==> src/rtl/hazard_pkg.sv <==
// Shared types for the multi-cycle hazard unit.
//   fwd_sel_t  : E-stage operand forwarding select (RF / writeback / memory)
//   mc_state_t : state of the multi-cycle execute FSM
package hazard_pkg;

    typedef enum logic [1:0] {
        FWD_RF  = 2'b00,
        FWD_WB  = 2'b01,
        FWD_MEM = 2'b10
    } fwd_sel_t;

    typedef enum logic {
        MC_IDLE,
        MC_BUSY
    } mc_state_t;

endpackage : hazard_pkg

==> src/rtl/hazard_sat_counter.sv <==
// Saturating up-counter used for the hazard performance counters.
// Ports:
//   clk    : clock, rising edge
//   reset  : asynchronous, active-high reset (count -> 0)
//   clr    : synchronous clear, wins over inc
//   inc    : count one event this cycle
//   count  : current value, sticks at all-ones
module hazard_sat_counter #(
    parameter int W = 16
) (
    input  logic         clk,
    input  logic         reset,
    input  logic         clr,
    input  logic         inc,
    output logic [W-1:0] count
);

    // NOTE: state registers use non-blocking assignments so every flop samples
    // the pre-edge value of every other flop, independent of process order.
    always_ff @(posedge clk or posedge reset) begin
        if (reset) begin
            count <= '0;
        end else if (clr) begin
            count <= '0;
        end else if (inc && (count != '1)) begin
            count <= count + W'(1);
        end
    end

endmodule : hazard_sat_counter

==> src/rtl/hazard_unit_mc.sv <==
// Pipeline hazard unit for the 5-stage ARM core (F/D/E/M/W) with a
// multi-cycle execute stage.
// Ports:
//   clk, reset                      : clock, asynchronous active-high reset
//   RA1D/RA2D, RA1E/RA2E            : D- and E-stage source registers
//   WA3E/WA3M/WA3W, RegWrite{E,M,W} : destinations and write enables
//   MemToRegE                       : E-stage instruction is a load
//   PCSrc{D,E,M,W}, BranchTakenE    : PC writes in flight / taken branch
//   MulStartE                       : E-stage instruction is multi-cycle
//   CntClr                          : synchronous clear of both counters
//   StallF/D/E, FlushD/E/M          : pipeline register control
//   ForwardAE/BE                    : 00 RF, 01 W, 10 M
//   MulBusy                         : multi-cycle op occupies E
//   StallCount/FlushCount           : saturating event counters
module hazard_unit_mc
    import hazard_pkg::*;
#(
    parameter int NREGS   = 16,
    parameter int REG_W   = $clog2(NREGS),
    parameter int PC_REG  = 15,
    parameter int MUL_LAT = 3,
    parameter int CNT_W   = 16
) (
    input  logic             clk,
    input  logic             reset,
    input  logic [REG_W-1:0] RA1D,
    input  logic [REG_W-1:0] RA2D,
    input  logic [REG_W-1:0] RA1E,
    input  logic [REG_W-1:0] RA2E,
    input  logic [REG_W-1:0] WA3E,
    input  logic [REG_W-1:0] WA3M,
    input  logic [REG_W-1:0] WA3W,
    input  logic             RegWriteE,
    input  logic             RegWriteM,
    input  logic             RegWriteW,
    input  logic             MemToRegE,
    input  logic             PCSrcD,
    input  logic             PCSrcE,
    input  logic             PCSrcM,
    input  logic             PCSrcW,
    input  logic             BranchTakenE,
    input  logic             MulStartE,
    input  logic             CntClr,
    output logic             StallF,
    output logic             StallD,
    output logic             StallE,
    output logic             FlushD,
    output logic             FlushE,
    output logic             FlushM,
    output logic [1:0]       ForwardAE,
    output logic [1:0]       ForwardBE,
    output logic             MulBusy,
    output logic [CNT_W-1:0] StallCount,
    output logic [CNT_W-1:0] FlushCount
);

    localparam logic [REG_W-1:0] PC_IDX = REG_W'(PC_REG);

    // A one-cycle op needs no extra E cycles, so the FSM is disabled outright.
    localparam bit MC_EN = (MUL_LAT > 1);

    // BUSY covers the MUL_LAT-1 cycles after the start cycle; cnt counts the
    // remaining stall cycles, so it only needs to hold MUL_LAT-2.
    localparam int CW = (MUL_LAT > 2) ? $clog2(MUL_LAT - 1) : 1;
    localparam logic [CW-1:0] CNT_INIT = MC_EN ? CW'(MUL_LAT - 2) : '0;

    // ---------------------------------------------------------------- forwarding
    function automatic fwd_sel_t fwd_sel(input logic [REG_W-1:0] ra,
                                         input logic             rw_m,
                                         input logic [REG_W-1:0] wa_m,
                                         input logic             rw_w,
                                         input logic [REG_W-1:0] wa_w);
        fwd_sel_t sel;
        sel = FWD_RF;
        // The PC is read from its own path, never from the bypass network.
        if (ra != PC_IDX) begin
            if (rw_m && (wa_m == ra)) begin
                sel = FWD_MEM;
            end else if (rw_w && (wa_w == ra)) begin
                sel = FWD_WB;
            end
        end
        return sel;
    endfunction

    fwd_sel_t fwd_a, fwd_b;

    assign fwd_a     = fwd_sel(RA1E, RegWriteM, WA3M, RegWriteW, WA3W);
    assign fwd_b     = fwd_sel(RA2E, RegWriteM, WA3M, RegWriteW, WA3W);
    assign ForwardAE = fwd_a;
    assign ForwardBE = fwd_b;

    // ---------------------------------------------------------------- load-use
    logic ldr_stall;

    assign ldr_stall = MemToRegE & RegWriteE & ((RA1D == WA3E) | (RA2D == WA3E));

    // ---------------------------------------------------------------- multi-cycle FSM
    mc_state_t     state_q, state_d;
    logic [CW-1:0] cnt_q,   cnt_d;
    logic          mul_stall;

    always_ff @(posedge clk or posedge reset) begin
        if (reset) begin
            state_q <= MC_IDLE;
            cnt_q   <= '0;
        end else begin
            state_q <= state_d;
            cnt_q   <= cnt_d;
        end
    end

    // NOTE: every signal assigned here gets a default first, so no path through
    // the case can leave one unassigned and infer a latch.
    always_comb begin
        state_d   = state_q;
        cnt_d     = cnt_q;
        mul_stall = 1'b0;
        unique case (state_q)
            MC_IDLE: begin
                if (MulStartE && MC_EN) begin
                    mul_stall = 1'b1;
                    state_d   = MC_BUSY;
                    cnt_d     = CNT_INIT;
                end
            end
            MC_BUSY: begin
                // MulStartE is ignored here: the op already in E owns the stage.
                if (cnt_q != '0) begin
                    mul_stall = 1'b1;
                    cnt_d     = cnt_q - CW'(1);
                end else begin
                    state_d = MC_IDLE;
                end
            end
        endcase
    end

    assign MulBusy = (state_q == MC_BUSY) | ((state_q == MC_IDLE) & MulStartE & MC_EN);

    // ---------------------------------------------------------------- stage control
    logic pc_wr_pending;

    assign pc_wr_pending = PCSrcD | PCSrcE | PCSrcM;

    assign StallF = ldr_stall | pc_wr_pending | mul_stall;
    assign StallD = ldr_stall | mul_stall;
    assign StallE = mul_stall;
    // A multi-cycle op holds D and E, so their contents must survive: the
    // stall masks any flush that would otherwise hit those registers.
    assign FlushD = (pc_wr_pending | PCSrcW | BranchTakenE) & ~mul_stall;
    assign FlushE = (ldr_stall | BranchTakenE) & ~mul_stall;
    assign FlushM = mul_stall;

    // ---------------------------------------------------------------- counters
    hazard_sat_counter #(.W(CNT_W)) u_stall_cnt (
        .clk   (clk),
        .reset (reset),
        .clr   (CntClr),
        .inc   (StallD),
        .count (StallCount)
    );

    hazard_sat_counter #(.W(CNT_W)) u_flush_cnt (
        .clk   (clk),
        .reset (reset),
        .clr   (CntClr),
        .inc   (FlushE),
        .count (FlushCount)
    );

endmodule : hazard_unit_mc

==> config.mk <==
export PLATFORM = sky130hd
export DESIGN_NAME = hazard_unit_mc
export DESIGN_NICKNAME = d
export VERILOG_FILES = /design/src/rtl/hazard_pkg.sv /design/src/rtl/hazard_sat_counter.sv /design/src/rtl/hazard_unit_mc.sv
export SDC_FILE = /design/constraint.sdc
export NUM_CORES = 1
export LEC_CHECK = 0
export ABC_AREA = 1
export BUFFER_PORTS_ARGS = -buffer_cell sky130_fd_sc_hd__buf_2
export CORE_MARGIN = 3
export CORE_UTILIZATION = 54
export CTS_BUF_LIST = sky130_fd_sc_hd__clkbuf_4
export CTS_CLUSTER_DIAMETER = 60
export DETAILED_ROUTE_END_ITERATION = 10
export PLACE_DENSITY = 0.86
export SYNTH_ARGS = -nofsm -noshare
export SYNTH_HDL_FRONTEND = slang
export SYNTH_HIERARCHICAL = 1
export SYNTH_SLANG_ARGS = --single-unit
==> constraint.sdc <==
create_clock -name clk -period 1.8 [get_ports clk]
set_input_delay 0.18 -clock clk [delete_from_list [all_inputs] [get_ports clk]]
set_output_delay 0.18 -clock clk [all_outputs]
set_load 0.01 [all_outputs]
# == Yosys cells after proc, flatten, opt, wreduce, memory -nomap -nowiden ==
# Index checks and enable logic that the tools add are counted.
# word_totals
output_inout_bits,43
ff_bits,34
# op_classes
n_bitwise,17
reduce_logical,8
mux,16
eq_ne,11
n_addsub,3
# op_table
cell,n
$mux 16,4
$add 16x1->16 const B,2
$ne 16x16->1 const B,2
$eq 4x4->1,6
$or 1x1->1,10
$mux 2,4
$ne 4x4->1 const B,2
$logic_and 1x1->1,6
$mux 1,6
$and 1x1->1,5
$pmux 1 s2,2
$reduce_bool 2->1,2
$ne 2x2->1 const B,1
$not 1->1,2
$sub 1x1->1 const B,1

# == Longest topological paths before layout ==
# logic_depth
word_depth,8
depth_mapped,15
ltp_nobuf,15

# == Cells and area by module ==
# Netlist, hierarchy kept.
# by_module_without_submodules
mod,area_per_inst_um2,cells_each,n_inst,seq_area_each_um2
hazard_sat_counter,1083.5,159,2,400.4
hazard_unit_mc,571.8,113,1,50.0

# == Least setup slack after synthesis ==
# No wires, ideal clock.
# synth_timing
path_kind,register to register
from,reg state_q
to,reg u_stall_cnt.count[12]
synth_period_minus_slack_ps,1646
path_stages_with_launch,10
slack_ps,154
setup_time_ps,66
required_ps,1734
arrival_ps,1580
cell_sequence,dfrtp_1 nor2_1 a21oi_2 inv_1 nand2_1 inv_1 nor2_2 buf_2 nand4_1 nand2_1
# synth_between
elab_chain_cells,5
# synth_rtl
item,line,source
from (decl),hazard_unit_mc.sv:99,"mc_state_t state_q, state_d;"
from (signal assigned),hazard_unit_mc.sv:108,state_q <= state_d;
$not 1->1,n/a,
$pmux 1 s2 *,hazard_unit_mc.sv:119,unique case (state_q)
via FlushM,hazard_unit_mc.sv:49,"output logic FlushM,"
$or 1x1->1 *,hazard_unit_mc.sv:147,assign StallD = ldr_stall | mul_stall;
via StallD,hazard_unit_mc.sv:45,"output logic StallD,"
$logic_and 1x1->1 *,hazard_sat_counter.sv:25,end else if (inc && (count != '1)) begin
$reduce_bool 2->1 (no line) *,n/a,
to (signal assigned),hazard_sat_counter.sv:26,count <= count + W'(1);
to (decl),hazard_sat_counter.sv:15,output logic [W-1:0] count
# Mark *: on every way through the listed nets, which the timed path passes. The rest lies on a longest branch.
# A chain may end at the register's enable or synchronous reset.

# == Final worst setup path ==
# layout_timing
from,reg state_q
to,reg u_stall_cnt.count[8]
# layout_between
elab_chain_cells,5
# layout_rtl
item,line
$not 1->1,n/a
$pmux 1 s2 *,hazard_unit_mc.sv:119
$or 1x1->1 *,hazard_unit_mc.sv:147
$logic_and 1x1->1 *,hazard_sat_counter.sv:25
$reduce_bool 2->1 (no line) *,n/a
# Every way passes the cells marked *; elsewhere a longest branch is shown, timed or not.

==> flow_summary.toml <==
[finish]
syn_to_final_growth_pct = 24.0
drive_above_1_share = 0.236
layout.nets = 572
stdcell_count = 596
antenna_cells = 0
multiInputGateArea_sq_mm = 0.00160
num-fill-cells = 434
regArea_sq_um = 851

[place]
post-dp-hpwl_microns = 5390
gp_congestion = 0.915
place_inst = 582
io_buffers = 83

[clocking]
clock_latency_ns = 0.35
clkTransAtPathRegs_ns = 0.11
root_buffer = "clkbuf_4"
cts_tree = "built"
htree_levels = 2
ctsLongestPathBuffers = 2
cts.sinks = 34
cts-buffers-inserted = 5

[pwr]
p_leak_nw = 2.03
powerDensity_mw_per_mm2 = 692
ir_drop_v = 0.000490
totalPowerFinal_mw = 2.35

[synth]
ys_types = 32
ys_warn_count = 6
ys_ff_latch = 34
avgSynthCellArea_sq_um = 6.35
synth_top_cell_by_area = "dfrtp_1"
synth_area_leaders = "dfrtp_1, nand2_1, inv_1"
yosysTopAreaCellShare = 0.311
synth-seq-area-share = 0.311
synthCells = 431
synth_area_sq_mm = 0.00274
syn_nets = 474

[floorplanning]
die_w_microns = 77.2
coreArea_sq_mm = 0.00482
ios = 84
dieArea_sq_mm = 0.00596
start_util = 0.569
placementRows = 25
die_h_microns = 77.2

[timing]
setup_viol = 0
fin_skew_ns = 0.00761
rsz0062_at_grt = "yes"
timing.slew.headroom = 0.568
period_minus_slack_ns = 1.71
tightest_slew_ns = 0.647
timing.fmax_mhz = 585
finalCritPeriodShare = 0.949
finalHoldViolations = 0
slew_viol_final = 0

[setup_path]
crit_path_frequent_cell = "nand2_1"
crit_fanout = 4
crit_arrival_ns = 1.96
crit_type = "reg2reg"
path_cells = "nor2_1 > a21oi_2 > inv_1 > nand2_1 > inv_1 > nor2_2 > buf_4 > nand2_1 > nand2_1 > nor2_1"
slowest_stage = "dfrtp_1"
crit_required_ns = 2.05
crit_buf_inv = 3
cp-start-kind = "register"
cp-end-kind = "register"
reg2reg_depth = 10
cp.depth = 10
cpLargestDelayFamily = "simple AND/OR/NAND/NOR gates"
cp_slowest_stage_delay_ns = 0.41

[grt]
grt-ovfl-total = 0
antenna_found_initial = 0
grt_pass1_vias = 2770
grt_pass1_wl_microns = 11900
grt.total_usage = 0.242
grt_max_degree = 17

[detailed_routing]
vias = 3018
postRouteAntennaNets = 0
avgRoutedWirePerCell_microns = 12.2
drt_iter0_markers = 251
drtPass1Iterations = 5
drc = 0
routed_wirelength_microns = 7260
via_per_inst = 5.06

[flow_run]
cap_viol_max_count = 0

[hold_path]
holdCritPathClass = "in2reg"
min_path_cells = 3

[outcome]
status = "completed"
[flip-flops by register name, summed over array words and instances, names as in the netlist]
signal and count:
cnt_q 1, state_q 1, u_flush_cnt/count 16, u_stall_cnt/count 16
[synthesized netlist by cell type]
library cell / count
clkinv_1: 2
nand3_1: 24
buf_6: 2
o22ai_1: 2
nand3b_1: 5
nor3b_1: 1
o21ai_0: 3
inv_1: 61
nor2b_1: 1
o21ai_1: 2
buf_4: 1
a21boi_0: 1
nand2_4: 2
o31ai_1: 1
ha_1: 2
dfrtp_1: 34
or2_0: 1
nor2_2: 4
a21oi_2: 2
nor2_4: 6
xnor2_1: 9
buf_2: 2
nor2_1: 47
a21oi_1: 4
inv_2: 2
buf_1: 2
nand4_1: 28
nor2_8: 2
xor2_1: 8
nand2_2: 3
nand2_1: 165
nor3_1: 2
[area by class of cell]
| cell class | instances | area share |
|---|---|---|
| Tap cell | 67 | 0.0247 |
| Clock inverter | 2 | 0.00994 |
| Timing Repair Buffer | 98 | 0.160 |
| Inverter | 65 | 0.0718 |
| Multi-Input combinational cell | 325 | 0.472 |
| Clock buffer | 5 | 0.0110 |
| Sequential cell | 34 | 0.250 |
[report_power, final]
part	total (mW)	switching, mW	internal (mW)
Clock	0.549	0.269	0.281
Combinational	0.924	0.541	0.383
Sequential	0.877	0.0580	0.819
Total	2.35	0.868	1.48
[placed cells by master (no fill, tap or decap)]
cell type      synthesis  layout
or2_0                  1       1
a21oi_1                4       4
dfrtp_1               34      34
buf_12                 0       1
dlygate4sd3_1          0       1
a21oi_2                2       2
nand2_2                3       3
bufinv_16              0       1
nor2_4                 6       7
o21ai_0                3       3
nor3b_1                1       1
buf_4                  1      13
nand3_1               24      24
nand2_1              165     165
nand4_1               28      28
a21boi_0               1       1
xor2_1                 8       8
ha_1                   2       2
nand3b_1               5       5
inv_1                 61      61
nor2_1                47      46
o22ai_1                2       2
nand2_4                2       2
clkinv_1               2       3
xnor2_1                9       9
o31ai_1                1       1
nor2b_1                1       1
clkbuf_4               0       5
nor2_2                 4       4
o21ai_1                2       2
buf_2                  2      83
inv_2                  2       2
nor3_1                 2       2
nor2_8                 2       2
[cell families after synthesis]
kind of cell / count (synthesis) / share of synthesized area
buf+inv: 72 / 0.106
simple gates: 291 / 0.487
fa+ha+maj: 2 / 0.00914
xor+xnor: 17 / 0.0544
flops: 34 / 0.311
compound gates: 15 / 0.0329
[final timing paths]
kind,from,endpoint,slack (ns)
setup / recovery,state_q,u_stall_cnt/count[8],0.09
hold / removal,MulStartE,cnt_q,0.06
setup reg to reg,state_q,u_stall_cnt/count[8],0.09
hold reg to reg,state_q,cnt_q,0.50
max in group asynchronous,reset,u_stall_cnt/count[4],0.90
min in group asynchronous,reset,cnt_q,0.24
[worst min-delay path, cell delays in order]
cell    delay (ns)
buf_2         0.09
nor2_1        0.03
nor2_1        0.08
[what timing repair did]
action	CTS	global route
setup endpoints to repair	0	30
endpoints found under the hold margin	34	0
buffers inserted	0	6
resized for setup	0	2
hold buffers	1	0
[routing by layer]
metal | up-vias | routed length, microns | GRT usage
li1 | 1542 | - | -
met1 | 1349 | 3010 | 0.288
met2 | 120 | 3710 | 0.437
met3 | 7 | 491 | 0.0552
met4 | 0 | 55 | 0.0605
met5 | - | 0 | 0
[per-stage QoR]
stage	setup TNS (ns)	hold slack, ns	utilization	cell area, sq um	setup WS [ns]
after floorplan	0	-0.0788	-	2740	0.154
after global routing	-0.490	0.0783	0.705	3400	-0.0665
after CTS	0	0.0592	0.692	3330	0.0722
after global placement	0	0.0471	0.675	3250	0.125
after detailed placement	0	0.0517	0.675	3250	0.0950
final	0	0.0646	0.705	3400	0.0916
No activity file was read; power rests on OpenSTA's default activity.
